$ cat src/rtl/pss_peak_detector.sv
// PSS peak detector: moving-average threshold trigger followed by a windowed local-max search.
// Optional post-search holdoff is built in when PSS_PEAK_DETECTOR_HOLDOFF_EN is defined.
module pss_peak_detector #(
    parameter int IN_DW           = 32,
    parameter int WINDOW_LEN      = 64,
    parameter int DETECTION_SHIFT = 4,
    parameter int SEARCH_LEN      = 8,
    parameter int HOLDOFF_LEN     = 128,
    parameter int CNT_DW          = 32
) (
    input  logic              clk_i,
    input  logic              reset_i,
    input  logic [IN_DW-1:0]  s_axis_in_tdata,
    input  logic              s_axis_in_tvalid,
    output logic [IN_DW-1:0]  m_axis_out_tdata,
    output logic              m_axis_out_tvalid,
    output logic [CNT_DW-1:0] peak_pos_o
);

    localparam int LOG2W   = $clog2(WINDOW_LEN);
    localparam int SUM_DW  = IN_DW + LOG2W;
    localparam int THR_DW  = IN_DW + DETECTION_SHIFT;
    localparam int SCNT_DW = $clog2(SEARCH_LEN + 1);
    localparam int WCNT_DW = $clog2(WINDOW_LEN + 1);

    localparam logic [1:0] S_IDLE   = 2'd0;
    localparam logic [1:0] S_SEARCH = 2'd1;
`ifdef PSS_PEAK_DETECTOR_HOLDOFF_EN
    localparam logic [1:0] S_HOLDOFF = 2'd2;
    localparam logic [1:0] S_AFTER   = S_HOLDOFF;
    localparam int         HCNT_DW   = $clog2(HOLDOFF_LEN + 1);
`else
    localparam logic [1:0] S_AFTER   = S_IDLE;
`endif

    if (WINDOW_LEN < 2 || (WINDOW_LEN & (WINDOW_LEN - 1)) != 0) begin : g_badWindowLen
        $error("pss_peak_detector: WINDOW_LEN must be a power of two >= 2");
    end
    if (SEARCH_LEN < 1) begin : g_badSearchLen
        $error("pss_peak_detector: SEARCH_LEN must be >= 1");
    end
    if (HOLDOFF_LEN < 1) begin : g_badHoldoffLen
        $error("pss_peak_detector: HOLDOFF_LEN must be >= 1");
    end

    logic [IN_DW-1:0]   r_buf [WINDOW_LEN];
    logic [LOG2W-1:0]   r_wrPtr;
    logic [SUM_DW-1:0]  r_sum;
    logic [CNT_DW-1:0]  r_index;
    logic [WCNT_DW-1:0] r_warmCnt;
    logic [1:0]         r_state;
    logic [SCNT_DW-1:0] r_searchCnt;
`ifdef PSS_PEAK_DETECTOR_HOLDOFF_EN
    logic [HCNT_DW-1:0] r_holdCnt;
`endif
    logic [IN_DW-1:0]   r_max;
    logic [CNT_DW-1:0]  r_maxPos;
    logic               r_outValid;
    logic [IN_DW-1:0]   r_outData;
    logic [CNT_DW-1:0]  r_outPos;

    logic [IN_DW-1:0]   w_avg;
    logic [THR_DW-1:0]  w_thresh;
    logic               w_warmDone;
    logic               w_trigger;
    logic               w_isNewMax;
    logic               w_keepMax;
    logic [IN_DW-1:0]   w_peakVal;
    logic [CNT_DW-1:0]  w_peakPos;
    logic               w_searchDone;

    // The average excludes the current sample, so it is taken from the sum before this beat's update.
    assign w_avg      = IN_DW'(r_sum >> LOG2W);
    assign w_thresh   = THR_DW'(w_avg) << DETECTION_SHIFT;
    assign w_warmDone = (r_warmCnt == WCNT_DW'(WINDOW_LEN));
    assign w_trigger  = s_axis_in_tvalid && w_warmDone && (THR_DW'(s_axis_in_tdata) > w_thresh);

    assign w_isNewMax = (s_axis_in_tdata > r_max);
    assign w_keepMax  = (r_state == S_SEARCH) && !w_isNewMax;
    assign w_peakVal  = w_keepMax ? r_max    : s_axis_in_tdata;
    assign w_peakPos  = w_keepMax ? r_maxPos : r_index;

    // A one-sample search window completes on the trigger beat itself.
    assign w_searchDone = ((r_state == S_IDLE) && w_trigger && (SEARCH_LEN == 1)) ||
                          ((r_state == S_SEARCH) && s_axis_in_tvalid &&
                           (r_searchCnt == SCNT_DW'(SEARCH_LEN - 1)));

    always_ff @(posedge clk_i) begin
        if (reset_i) begin
            for (int i = 0; i < WINDOW_LEN; i++) begin
                r_buf[i] <= '0;
            end
            r_wrPtr     <= '0;
            r_sum       <= '0;
            r_index     <= '0;
            r_warmCnt   <= '0;
            r_state     <= S_IDLE;
            r_searchCnt <= '0;
`ifdef PSS_PEAK_DETECTOR_HOLDOFF_EN
            r_holdCnt   <= '0;
`endif
            r_max       <= '0;
            r_maxPos    <= '0;
            r_outValid  <= 1'b0;
            r_outData   <= '0;
            r_outPos    <= '0;
        end else begin
            r_outValid <= 1'b0;
            if (s_axis_in_tvalid) begin
                r_buf[r_wrPtr] <= s_axis_in_tdata;
                r_wrPtr        <= r_wrPtr + LOG2W'(1);
                r_sum          <= r_sum + SUM_DW'(s_axis_in_tdata) - SUM_DW'(r_buf[r_wrPtr]);
                r_index        <= r_index + CNT_DW'(1);
                if (!w_warmDone) begin
                    r_warmCnt <= r_warmCnt + WCNT_DW'(1);
                end

                case (r_state)
                    S_IDLE: begin
                        if (w_trigger) begin
                            r_max       <= s_axis_in_tdata;
                            r_maxPos    <= r_index;
                            r_searchCnt <= SCNT_DW'(1);
                            r_state     <= S_SEARCH;
                        end
                    end
                    S_SEARCH: begin
                        r_max       <= w_peakVal;
                        r_maxPos    <= w_peakPos;
                        r_searchCnt <= r_searchCnt + SCNT_DW'(1);
                    end
`ifdef PSS_PEAK_DETECTOR_HOLDOFF_EN
                    S_HOLDOFF: begin
                        if (r_holdCnt == HCNT_DW'(HOLDOFF_LEN - 1)) begin
                            r_holdCnt <= '0;
                            r_state   <= S_IDLE;
                        end else begin
                            r_holdCnt <= r_holdCnt + HCNT_DW'(1);
                        end
                    end
`endif
                    default: r_state <= S_IDLE;
                endcase

                if (w_searchDone) begin
                    r_outValid <= 1'b1;
                    r_outData  <= w_peakVal;
                    r_outPos   <= w_peakPos;
                    r_state    <= S_AFTER;
`ifdef PSS_PEAK_DETECTOR_HOLDOFF_EN
                    r_holdCnt  <= '0;
`endif
                end
            end
        end
    end

    assign m_axis_out_tvalid = r_outValid;
    assign m_axis_out_tdata  = r_outData;
    assign peak_pos_o        = r_outPos;

endmodule

$ cat config.mk
export PLATFORM = sky130hd
export DESIGN_NAME = pss_peak_detector
export DESIGN_NICKNAME = d
export VERILOG_FILES = /design/src/rtl/pss_peak_detector.sv
export SDC_FILE = /design/constraint.sdc
export NUM_CORES = 2
export LEC_CHECK = 0
export ABC_CLOCK_PERIOD_IN_PS = 9380
export CAP_MARGIN = 10
export CORE_ASPECT_RATIO = 1.2
export CORE_UTILIZATION = 40
export DETAILED_ROUTE_END_ITERATION = 10
export PLACE_DENSITY = 0.57
export SLEW_MARGIN = 10
export SYNTH_ARGS = -nofsm -noshare
export SYNTH_HDL_FRONTEND = slang
export SYNTH_SLANG_ARGS = --single-unit
$ cat constraint.sdc
create_clock -name clk_i -period 9.38 [get_ports clk_i]
set_input_delay 2.345 -clock clk_i [delete_from_list [all_inputs] [get_ports clk_i]]
set_output_delay 2.345 -clock clk_i [all_outputs]
set_load 0.05 [all_outputs]
==> summary.txt <==
Global routing
  – Vias in the first global route: 65562
  – First-pass GRT wire length: 464000 µm
  – Largest net degree at the start of global routing: 200
  – Initial antenna violation count: 12
  – Global route overflow: 0
  – Gr usage total: 0.238

Timing
  – Clk_skew: 69.0 ps
  – Final setup viols: 0
  – Min Tclk post-route: 6700 ps
  – Worst-Margin Slew: 1390 ps
  – Max Clock Freq: 0.149 GHz
  – Final period util: 0.714
  – Final worst setup slack: 2680 ps
  – Setup TNS: 0 ps
  – Fin. Hold Viols: 0
  – Max-slew violation count: 0
  – RSZ-0062 raised after global routing: false
  – Rel. slew slack: 0.0717
  – WHS: 444 ps

Placed design
  – Worst slack, placed: 2360 ps
  – Port Buffers: 99
  – Placed Cells: 10167
  – Dpl hpwl: 176000 µm
  – RePlAce Congestion: 0.841

Pwr
  – Reported net switching power: 6340 µW
  – Comb pwr share: 0.147
  – Total power draw: 24300 µW
  – Worst VDD drop: 168 µV
  – Cell-internal power: 17900 µW
  – Net Sw Frac: 0.261
  – Leakage: 0.0354 µW
  – Clk network pwr share: 0.375
  – Sequential group share of total power: 0.478
  – PwrDens: 210 nW/µm²

CTS
  – Clk sinks: 2271
  – Number of H-tree levels: 4
  – Post-CTS Resized: 0
  – Clock slew at reported path FFs: 50 ps
  – Post-CTS Hold Buffers: 0
  – CTS tree: yes
  – Worst-Skew Late Latency: 920 ps
  – Num CTS Buffers: 231
  – Max Root-Sink Buffers: 4
  – Postcts setup bufs: 0
  – Root Driver: clkbuf_16

Setup path
  – Kind of critical path: flip-flop to flip-flop
  – CP arrival: 7400 ps
  – Crit path launch type: flip-flop
  – Setup slack, reg-to-reg: 2680 ps
  – CP Max Fanout: 42
  – Slowest stage cell, crit path: dfxtp_4
  – RR Endpoint: r_sum[28]
  – Longest individual stage delay on the worst path: 930 ps
  – Nature of the critical path endpoint: flip-flop
  – Worst r2r path cells: 18
  – CP Cell Sequence: buf_12 -> buf_4 -> mux4_2 -> mux4_2 -> mux2_2 -> nand2_1 -> o21ai_1 -> fa_1 -> inv_1 -> ha_1 -> nor2b_1 -> o2111ai_1 -> a211oi_1 -> o2111ai_1 -> nand2_1 -> a221oi_2 -> xor2_1 -> o22ai_1
  – Required @ worst endpoint: 10090 ps

Worst hold path
  – Min-delay src: r_sum[25]
  – Tightest Hold Check Type: flip-flop to flip-flop
  – Hold depth: 2
  – Hold EP: r_sum[25]

Yosys
  – Largest cells by area after synthesis: edfxtp_1 (59%), mux4_2 (14%), nor3_1 (9.5%)
  – Mapped cell area: 105000 µm²
  – Post-Syn Area per Cell: 14.2 µm²
  – Largest area contributor in the netlist: edfxtp_1
  – Syn_nets: 7560
  – Flops & latches, synth: 2271
  – Post-synth EDFFs: 2048
  – Distinct cells, synth: 68
  – Post-synth top area share: 0.586
  – Synth Warn #: 0
  – Gate Count Post-Synth: 7388
  – Seq/Total Area, Yosys: 0.628
  – Async S/R FF share, synth: 0
  – Synth Flop Type: edfxtp_1

Flow run
  – Maxcap violations: 0

Routing
  – Drt drc: 0
  – WL per Instance: 30.1 µm
  – Metal2 WL: 160000 µm
  – Routed Antenna Nets: 0
  – DRT met1 WL: 126000 µm
  – Met3 wire len: 21500 µm
  – Drt total wl: 318000 µm
  – Via count: 65151
  – Detailed Routing Iterations Pass 1: 6
  – Top Metal Used: met5
  – Detailed router's first-iteration violation count: 7134
  – Vias per cell: 6.16

Final layout
  – Layout cell share with drive strength beyond 1: 0.180
  – Area Overhead vs Synth: 10.2%
  – Filler cells: 23294
  – Finished Layout Cells: 10582
  – Final Net Count: 7157

Die
  – Core Area: 261000 µm²
  – Starting Density: 0.403
  – Die H: 563 µm
  – Die Span X: 470 µm
  – Die area: 265000 µm²
  – I/O Pins: 100
  – Std cell rows: 205

Status
  – Status: finished, final reports clean
==> layout by cell type (no fill, tap or decap), types with 68 or more instances in the layout <==
cell | Yosys | routed
nor3_1 | 1998 | 1998
ha_1 | 105 | 105
nand2b_1 | 133 | 133
inv_1 | 180 | 149
clkbuf_16 | 0 | 233
mux2i_1 | 159 | 159
and2_1 | 68 | 68
buf_4 | 2 | 160
nand2_1 | 77 | 72
nor2_1 | 232 | 231
edfxtp_1 | 2048 | 2048
a211oi_1 | 75 | 75
mux4_2 | 661 | 661
dfxtp_1 | 223 | 217
clkdlybuf4s50_1 | 0 | 96
==> critical path: cells and delay by family, from the launching register on <==
family | cells | cell delay (ps)
AND/OR/NAND/NOR | 3 | 460
buffers and inverters | 3 | 870
multiplexers | 3 | 1430
XOR/XNOR | 1 | 190
flip-flops | 1 | 930
AO/OA/AOI/OAI | 6 | 1700
adder cells (fa/ha/maj) | 2 | 860
==> synth_stat cells, drive strengths merged (68+ instances only) <==
library cell and instances:
nor3 1998, dfxtp 223, inv 180, a211oi 75, mux4 661, edfxtp 2048, ha 105, mux2i 159
and2 68, nand2 77, nand2b 133, clkbuf 779, buf 141, nor2 232
==> flip-flops by register name, summed over array words and instances (netlist names), 4 cells and up, named ones only <==
name and count:
m_axis_out_tdata 32, peak_pos_o 32, r_buf 2048, r_index 32
r_max 32, r_maxPos 32, r_searchCnt 4, r_sum 38
r_warmCnt 7, r_wrPtr 6
==> power groups by stage <==
stage	Clock [µW]	Sequential, µW	Combinational [µW]
after floorplan	0	11700	2470
after CTS	9190	11600	3570
final	9090	11600	3580
after global routing	9540	11600	3840
after detailed placement	0	11800	3560
after global placement	0	11800	3550
==> metrics by stage <==
stage          utilization  area [µm²]
2_1_floorplan            -      105000
6_report             0.444      116000
3_3_place_gp         0.416      108000
5_1_grt              0.444      116000
3_5_place_dp         0.416      108000
4_1_cts              0.444      116000
==> logic make-up after synthesis <==
family                     Yosys count  share of synthesized area
adders and majority gates          137                     0.0186
DFF                               2271                      0.628
muxes                              831                      0.158
AOI/OAI and AO/OA                  290                     0.0188
buffers and inverters             1100                     0.0416
and+or+nand+nor                   2700                      0.130
xor gates and xnor gates            59                    0.00492
==> metal layers <==
metal | track usage | vias up
li1 | - | 27722
met1 | 0.312 | 34300
met2 | 0.409 | 2639
met3 | 0.0305 | 480
met4 | 0.0781 | 10
met5 | 0 | -
==> final cells by class <==
type,count,area (µm²),area share
Antenna cell,4,10.0,0.0000865
Clock buffer,282,6050,0.0523
Clock inverter,129,1170,0.0101
Inverter,180,676,0.00584
Multi-Input combinational cell,4017,34800,0.301
Sequential cell,2271,66000,0.570
Tap cell,3415,4270,0.0369
Timing Repair Buffer,284,2690,0.0232
==> worst max-delay path by stage <==
stage	start	end	slack [ps]	depth (start not counted)
after global routing	flip-flop	r_sum[28]	2320	18
after floorplan	s_axis_in_tdata[16]	r_sum[33]	4000	14
after global placement	reset_i	r_buf[62][20]	2480	7
final	flip-flop	r_sum[28]	2680	18
after detailed placement	reset_i	r_buf[54][21]	2360	7
after CTS	flip-flop	r_sum[28]	2720	18
Power figures use the tool's default switching activity.
